--- config.mk ---
export PLATFORM = sky130hd
export DESIGN_NAME = execute_stage
export DESIGN_NICKNAME = d
export VERILOG_FILES = /design/src/rtl/riscv_pkg.sv /design/src/rtl/execute_stage_mul_iter.sv /design/src/rtl/execute_stage.sv
export SDC_FILE = /design/constraint.sdc
export NUM_CORES = 1
export LEC_CHECK = 0
export ABC_CLOCK_PERIOD_IN_PS = 6000
export BUFFER_PORTS_ARGS = -buffer_cell sky130_fd_sc_hd__buf_4
export CAP_MARGIN = 15
export CORE_ASPECT_RATIO = 1.75
export CORE_MARGIN = 5
export CORE_UTILIZATION = 54
export CTS_CLUSTER_SIZE = 20
export DETAILED_ROUTE_END_ITERATION = 10
export PLACE_DENSITY = 0.81
export SYNTH_ARGS = -nofsm -noshare
export SYNTH_HDL_FRONTEND = slang
export SYNTH_HIERARCHICAL = 1
export SYNTH_SLANG_ARGS = --single-unit
--- constraint.sdc ---
create_clock -name clk -period 6 [get_ports clk]
set_input_delay 1.2 -clock clk [delete_from_list [all_inputs] [get_ports clk]]
set_output_delay 1.2 -clock clk [all_outputs]
set_load 0.02 [all_outputs]
--- src/rtl/riscv_pkg.sv ---
// Shared definitions for the RV32 pipeline slice: ALU operation codes,
// forwarding mux selects, branch funct3 codes and the iterative
// multiplier state encoding.
package riscv_pkg;

  // ALU operation codes (ALUControlE)
  localparam logic [3:0] ALU_ADD   = 4'b0000;
  localparam logic [3:0] ALU_SUB   = 4'b0001;
  localparam logic [3:0] ALU_AND   = 4'b0010;
  localparam logic [3:0] ALU_OR    = 4'b0011;
  localparam logic [3:0] ALU_XOR   = 4'b0100;
  localparam logic [3:0] ALU_SLT   = 4'b0101;
  localparam logic [3:0] ALU_SLTU  = 4'b0110;
  localparam logic [3:0] ALU_SLL   = 4'b0111;
  localparam logic [3:0] ALU_SRL   = 4'b1000;
  localparam logic [3:0] ALU_SRA   = 4'b1001;
  localparam logic [3:0] ALU_MUL   = 4'b1010;
  localparam logic [3:0] ALU_MULHU = 4'b1011;
  localparam logic [3:0] ALU_PASSB = 4'b1100;

  // Forwarding selects; 2'b11 falls back to the register file value
  localparam logic [1:0] FWD_RF = 2'b00;
  localparam logic [1:0] FWD_W  = 2'b01;
  localparam logic [1:0] FWD_M  = 2'b10;

  // Branch conditions (Funct3E)
  localparam logic [2:0] BR_BEQ  = 3'b000;
  localparam logic [2:0] BR_BNE  = 3'b001;
  localparam logic [2:0] BR_BLT  = 3'b100;
  localparam logic [2:0] BR_BGE  = 3'b101;
  localparam logic [2:0] BR_BLTU = 3'b110;
  localparam logic [2:0] BR_BGEU = 3'b111;

  typedef enum logic [1:0] {
    MUL_IDLE = 2'b00,
    MUL_BUSY = 2'b01,
    MUL_DONE = 2'b10
  } mul_state_t;

endpackage

--- src/rtl/execute_stage_mul_iter.sv ---
// mul_iter: radix-2 shift-add multiplier, one multiplier bit per cycle.
// Operands are captured once on start in IDLE, so upstream changes while
// busy have no effect. The product is valid while done is high.
// Optional feature macro: EXEC_MULH_EN widens the accumulator to 2*XLEN
// and lets hi_sel return the upper half of the product.
// Ports:
//   clk, rst_n   clock, asynchronous active-low reset
//   start        multiply request (sampled in IDLE)
//   a, b         multiplicand / multiplier
//   hi_sel       select upper product half (EXEC_MULH_EN only)
//   busy         start-in-IDLE or iterating
//   done         product valid
//   product      XLEN-bit result
module mul_iter
  import riscv_pkg::*;
#(
  parameter int unsigned XLEN       = 32,
  parameter int unsigned MUL_CYCLES = 32
) (
  input  logic            clk,
  input  logic            rst_n,
  input  logic            start,
  input  logic [XLEN-1:0] a,
  input  logic [XLEN-1:0] b,
  input  logic            hi_sel,
  output logic            busy,
  output logic            done,
  output logic [XLEN-1:0] product
);

`ifdef EXEC_MULH_EN
  localparam int unsigned ACC_W = 2 * XLEN;
`else
  localparam int unsigned ACC_W = XLEN;
`endif
  localparam int unsigned CNT_W = (MUL_CYCLES > 1) ? $clog2(MUL_CYCLES) : 1;

  mul_state_t       state_q, state_d;
  logic [ACC_W-1:0] mcand_q;
  logic [ACC_W-1:0] acc_q;
  logic [XLEN-1:0]  mplier_q;
  logic [CNT_W-1:0] cnt_q;
  logic             last_iter;

  assign last_iter = (cnt_q == CNT_W'(MUL_CYCLES - 1));

  always_comb begin
    state_d = state_q;
    unique case (state_q)
      MUL_IDLE: if (start) state_d = MUL_BUSY;
      MUL_BUSY: if (last_iter) state_d = MUL_DONE;
      MUL_DONE: state_d = MUL_IDLE;
      default:  state_d = MUL_IDLE;
    endcase
  end

  always_ff @(posedge clk or negedge rst_n) begin
    if (!rst_n) begin
      state_q <= MUL_IDLE;
    end else begin
      state_q <= state_d;
    end
  end

  always_ff @(posedge clk or negedge rst_n) begin
    if (!rst_n) begin
      mcand_q  <= '0;
      acc_q    <= '0;
      mplier_q <= '0;
      cnt_q    <= '0;
    end else begin
      unique case (state_q)
        MUL_IDLE: begin
          if (start) begin
            mcand_q  <= ACC_W'(a);
            mplier_q <= b;
            acc_q    <= '0;
            cnt_q    <= '0;
          end
        end
        MUL_BUSY: begin
          if (mplier_q[0]) acc_q <= acc_q + mcand_q;
          mcand_q  <= mcand_q << 1;
          mplier_q <= mplier_q >> 1;
          cnt_q    <= cnt_q + CNT_W'(1);
        end
        default: ;
      endcase
    end
  end

  assign busy = (state_q == MUL_BUSY) || ((state_q == MUL_IDLE) && start);
  assign done = (state_q == MUL_DONE);

`ifdef EXEC_MULH_EN
  logic hi_q;

  always_ff @(posedge clk or negedge rst_n) begin
    if (!rst_n) begin
      hi_q <= 1'b0;
    end else if ((state_q == MUL_IDLE) && start) begin
      hi_q <= hi_sel;
    end
  end

  assign product = hi_q ? acc_q[2*XLEN-1:XLEN] : acc_q[XLEN-1:0];
`else
  logic unused_hi_sel;
  assign unused_hi_sel = hi_sel;
  assign product       = acc_q;
`endif

endmodule

--- src/rtl/execute_stage.sv ---
// execute_stage: EX stage of the 5-stage RV32 pipeline. Forwarding muxes,
// ALU, branch/jump resolution, iterative multiplier and the EX/MEM register.
// Optional feature macro: EXEC_MULH_EN enables MULHU (code 1011) through
// the multiplier; otherwise 1011 is an ordinary op that returns 0.
// Ports:
//   clk, rst_n                    clock, asynchronous active-low reset
//   *E inputs                     decode/execute register contents
//   ForwardAE/BE, ResultW         forwarding selects and writeback value
//   PCSrcE, PCTargetE             fetch redirect (combinational)
//   StallReqE                     multiplier busy, stalls F/D/E
//   *M outputs                    EX/MEM register
module execute_stage
  import riscv_pkg::*;
#(
  parameter int unsigned XLEN       = 32,
  parameter int unsigned MUL_CYCLES = 32
) (
  input  logic            clk,
  input  logic            rst_n,
  input  logic            RegWriteE,
  input  logic            MemWriteE,
  input  logic            JumpE,
  input  logic            BranchE,
  input  logic            ALUSrcE,
  input  logic            ALUSrcASelE,
  input  logic            JalrE,
  input  logic [1:0]      ResultSrcE,
  input  logic [3:0]      ALUControlE,
  input  logic [2:0]      Funct3E,
  input  logic [XLEN-1:0] RD1E,
  input  logic [XLEN-1:0] RD2E,
  input  logic [XLEN-1:0] PCE,
  input  logic [XLEN-1:0] ImmExtE,
  input  logic [XLEN-1:0] PCPlus4E,
  input  logic [4:0]      RdE,
  input  logic [1:0]      ForwardAE,
  input  logic [1:0]      ForwardBE,
  input  logic [XLEN-1:0] ResultW,
  output logic            PCSrcE,
  output logic [XLEN-1:0] PCTargetE,
  output logic            StallReqE,
  output logic            RegWriteM,
  output logic            MemWriteM,
  output logic [1:0]      ResultSrcM,
  output logic [XLEN-1:0] ALUResultM,
  output logic [XLEN-1:0] WriteDataM,
  output logic [XLEN-1:0] PCPlus4M,
  output logic [4:0]      RdM
);

  localparam int unsigned SH_W = $clog2(XLEN);

  logic [XLEN-1:0] src_af, src_a, write_data_e, src_b;
  logic [XLEN-1:0] alu_result, jalr_sum;
  logic            branch_cond;
  logic            is_mul, hi_sel, mul_busy, mul_done;
  logic [XLEN-1:0] mul_product;

  // Forwarding muxes
  always_comb begin
    unique case (ForwardAE)
      FWD_W:   src_af = ResultW;
      FWD_M:   src_af = ALUResultM;
      default: src_af = RD1E;
    endcase
    unique case (ForwardBE)
      FWD_W:   write_data_e = ResultW;
      FWD_M:   write_data_e = ALUResultM;
      default: write_data_e = RD2E;
    endcase
  end

  assign src_a = ALUSrcASelE ? PCE : src_af;
  assign src_b = ALUSrcE ? ImmExtE : write_data_e;

  // ALU; multiply codes are served by mul_iter and return 0 here
  always_comb begin
    alu_result = '0;
    unique case (ALUControlE)
      ALU_ADD:   alu_result = src_a + src_b;
      ALU_SUB:   alu_result = src_a - src_b;
      ALU_AND:   alu_result = src_a & src_b;
      ALU_OR:    alu_result = src_a | src_b;
      ALU_XOR:   alu_result = src_a ^ src_b;
      ALU_SLT:   alu_result = XLEN'($signed(src_a) < $signed(src_b));
      ALU_SLTU:  alu_result = XLEN'(src_a < src_b);
      ALU_SLL:   alu_result = src_a << src_b[SH_W-1:0];
      ALU_SRL:   alu_result = src_a >> src_b[SH_W-1:0];
      ALU_SRA:   alu_result = $unsigned($signed(src_a) >>> src_b[SH_W-1:0]);
      ALU_PASSB: alu_result = src_b;
      default:   alu_result = '0;
    endcase
  end

  // Branch resolution compares the forwarded register values, not SrcA/SrcB
  always_comb begin
    branch_cond = 1'b0;
    unique case (Funct3E)
      BR_BEQ:  branch_cond = (src_af == write_data_e);
      BR_BNE:  branch_cond = (src_af != write_data_e);
      BR_BLT:  branch_cond = ($signed(src_af) <  $signed(write_data_e));
      BR_BGE:  branch_cond = ($signed(src_af) >= $signed(write_data_e));
      BR_BLTU: branch_cond = (src_af <  write_data_e);
      BR_BGEU: branch_cond = (src_af >= write_data_e);
      default: branch_cond = 1'b0;
    endcase
  end

  assign jalr_sum  = src_af + ImmExtE;
  assign PCSrcE    = JumpE | (BranchE & branch_cond);
  assign PCTargetE = JalrE ? {jalr_sum[XLEN-1:1], 1'b0} : (PCE + ImmExtE);

`ifdef EXEC_MULH_EN
  assign is_mul = (ALUControlE == ALU_MUL) || (ALUControlE == ALU_MULHU);
  assign hi_sel = (ALUControlE == ALU_MULHU);
`else
  assign is_mul = (ALUControlE == ALU_MUL);
  assign hi_sel = 1'b0;
`endif

  mul_iter #(
    .XLEN       (XLEN),
    .MUL_CYCLES (MUL_CYCLES)
  ) u_mul (
    .clk     (clk),
    .rst_n   (rst_n),
    .start   (is_mul),
    .a       (src_a),
    .b       (src_b),
    .hi_sel  (hi_sel),
    .busy    (mul_busy),
    .done    (mul_done),
    .product (mul_product)
  );

  // Gated with rst_n so the stall request falls with reset even while the
  // multiply opcode is still presented on the inputs.
  assign StallReqE = rst_n & mul_busy;

  // EX/MEM register: bubble the controls while stalled, hold the data
  always_ff @(posedge clk or negedge rst_n) begin
    if (!rst_n) begin
      RegWriteM  <= 1'b0;
      MemWriteM  <= 1'b0;
      ResultSrcM <= '0;
      ALUResultM <= '0;
      WriteDataM <= '0;
      PCPlus4M   <= '0;
      RdM        <= '0;
    end else if (StallReqE) begin
      RegWriteM  <= 1'b0;
      MemWriteM  <= 1'b0;
      ResultSrcM <= '0;
    end else begin
      RegWriteM  <= RegWriteE;
      MemWriteM  <= MemWriteE;
      ResultSrcM <= ResultSrcE;
      ALUResultM <= (is_mul && mul_done) ? mul_product : alu_result;
      WriteDataM <= write_data_e;
      PCPlus4M   <= PCPlus4E;
      RdM        <= RdE;
    end
  end

endmodule

==> impl_metrics.toml <==
[grt]
grt_max_degree = 85
use_met1_pct = 49.6
use_met2_pct = 80.1
overflow = 0
grtUsageTotal_pct = 47.5
grt_busiest_layer = "met2"
grt.met3_usage_pct = 10.2
antenna_found_initial = 5
grt_pass1_vias = 31300
grt_pass1_wl_um = 188000

[setup_path]
r2r_end = "ALUResultM[0]$_DFFE_PN0N_"
cp.arrival_ns = 4.73
crit_end = "PCSrcE"
crit_path_end_kind = "primary output"
cp-startpoint = "ForwardBE[0]"
rr_worst_depth = 19
start_kind = "input port"
cp_data_required_time_ns = 4.80
ff2ff_setup_slack_ns = 1.07
rr_startpoint = "ALUResultM[10]$_DFFE_PN0N_"
worst-setup-path-type = "in2out"
cp_max_fo = 8

[layout]
layout_commonest_cell = "buf_4"
final_cells = 4560
layout-drive-gt1-share_pct = 25.1
final_util_pct = 70.6
multi_input_area_um2 = 18800
areaGrowthSynthToFinish_pct = 29.7
fillers = 3986
final_cell_mix = "770 x buf_4, 486 x nand2_1, 305 x o21ai_0"
nNetsFinal = 4419
seqCellArea_um2 = 5210

[floorplanning]
row_count = 104
initial_utilization_pct = 54.5
die-area_um2 = 50900
core_um2 = 45900
die_y_um = 295
die_width_um = 173
io_pins = 358

[clocking]
cts_sinks = 208
hold_buffers = 0
clkTransAtPathRegs_ns = 0.06
root_buffer = "clkbuf_16"
cts_buffer_depth = 3
cts_max_level = 1
cts_tree = "yes"
numCtsBuffers = 24
insertion_delay_ns = 0.58

[routing]
wl_um = 129000
drt_iter0_drc = 3389
wl_per_cell_um = 28.4
num_vias = 31100
drcViolationCount = 0
drtAntennaViolNets = 0
vias_per_cell = 6.83
first_pass_iters = 6

[power]
irDropWorstVdd_uv = 376
p_per_area_nw_per_um2 = 337
leakage_nw = 15.4

[run]
drv_cap = 0

[sta]
relSlewSlack_pct = 26.7
finalCritPeriodShare_pct = 98.8
max_clock_freq_ghz = 0.169
worstMarginPinSlew_ns = 1.09
slew_violations = 0
clock_skew_ns = 0.0234
finalHoldViolations = 0
setup_violations = 0
fin_crit_ns = 5.93
grt_setup_unrepaired = "true"

[yosys]
synth.cell_area_um2 = 25000
syn-num-nets = 3816
synth_cells = 3355
yosysWarnings = 6
syn_area_per_cell_um2 = 7.45

[placement]
dp.cells = 4503
dpl.hpwl_um = 99600
gp_congestion = 1.14
io_buffer_count = 357

[hold_path]
hp-class = "reg2reg"

[outcome]
outcome = "finished, final reports clean"
-- worst max-delay path: stages --
cell and delay [ns]:
buf_4 0.08, inv_1 0.03, ha_1 0.31, buf_12 0.13, clkinvlp_4 0.24, buf_6 0.24, o21ai_0 0.34, ha_1 0.32
a21o_1 0.17, a21oi_1 0.16, nor2_1 0.08, a2111oi_2 0.27, o22ai_2 0.22, nor3_4 0.19, mux2_4 0.33, o22ai_4 0.13
o21ai_2 0.11, buf_6 0.15
-- metrics by stage --
stage	hold WS [ns]	power [mW]	TNS [ns]	cell area, µm²	setup WS [ns]
after floorplan	0.450	6.07	0	25000	0.0190
final	0.468	10.9	0	32400	0.0741
after CTS	0.470	10.6	0	31900	0.00637
after detailed placement	0.458	8.91	-2.69	30900	-0.407
after global placement	0.450	8.80	-2.50	30900	-0.370
after global routing	0.497	11.4	-0.139	32400	-0.0896
-- area by class of cell --
type	count	share of cell area [%]
multi-input combinational	2767	58.0
timing repair buffer	795	19.3
sequential	208	16.1
clock buffer	37	2.31
tap	583	2.25
inverter	162	1.91
clock inverter	6	0.193
antenna	2	0.0154
-- sequential cells by signal (all words and copies together), names as in the netlist --
signal,cells
ALUResultM,32
PCPlus4M,32
WriteDataM,32
u_mul/mcand_q,32
u_mul/mplier_q,32
u_mul/product,32
RdM,5
u_mul/cnt_q,5
ResultSrcM,2
u_mul/state_q,2
MemWriteM,1
RegWriteM,1
-- timing repair --
item                       CTS  global route
gates resized for setup     45           109
gates cloned                 1             4
buffers inserted             2             5
setup endpoints to repair    9            10
pin swaps                    6            35
-- worst min path at each step --
stage | from | to | slack [ns] | cells past startpoint
finish | PCPlus4M[22]$_DFFE_PN0N_ | PCPlus4M[22]$_DFFE_PN0N_ | 0.47 | 2
global route | PCPlus4M[22]$_DFFE_PN0N_ | PCPlus4M[22]$_DFFE_PN0N_ | 0.50 | 2
CTS | PCPlus4M[7]$_DFFE_PN0N_ | PCPlus4M[7]$_DFFE_PN0N_ | 0.47 | 2
detailed placement | PCPlus4M[7]$_DFFE_PN0N_ | PCPlus4M[7]$_DFFE_PN0N_ | 0.46 | 2
global placement | PCPlus4M[16]$_DFFE_PN0N_ | PCPlus4M[16]$_DFFE_PN0N_ | 0.45 | 2
floorplan | u_mul/mplier_q[10]$_DFFE_PN0P_ | u_mul/mplier_q[10]$_DFFE_PN0P_ | 0.45 | 2
-- layer usage --
layer / wire length [µm] / share of wire (%)
met4: 15500 / 12
met3: 12900 / 9.9
met2: 59800 / 46
met1: 41100 / 32
met5: 19 / 0.015
-- report_power, final --
group,switching [mW],internal [mW],total [mW]
combinational,4.05,2.74,6.79
sequential,0.645,1.89,2.53
clock,0.690,0.900,1.59
Power figures use the tool's default switching activity.
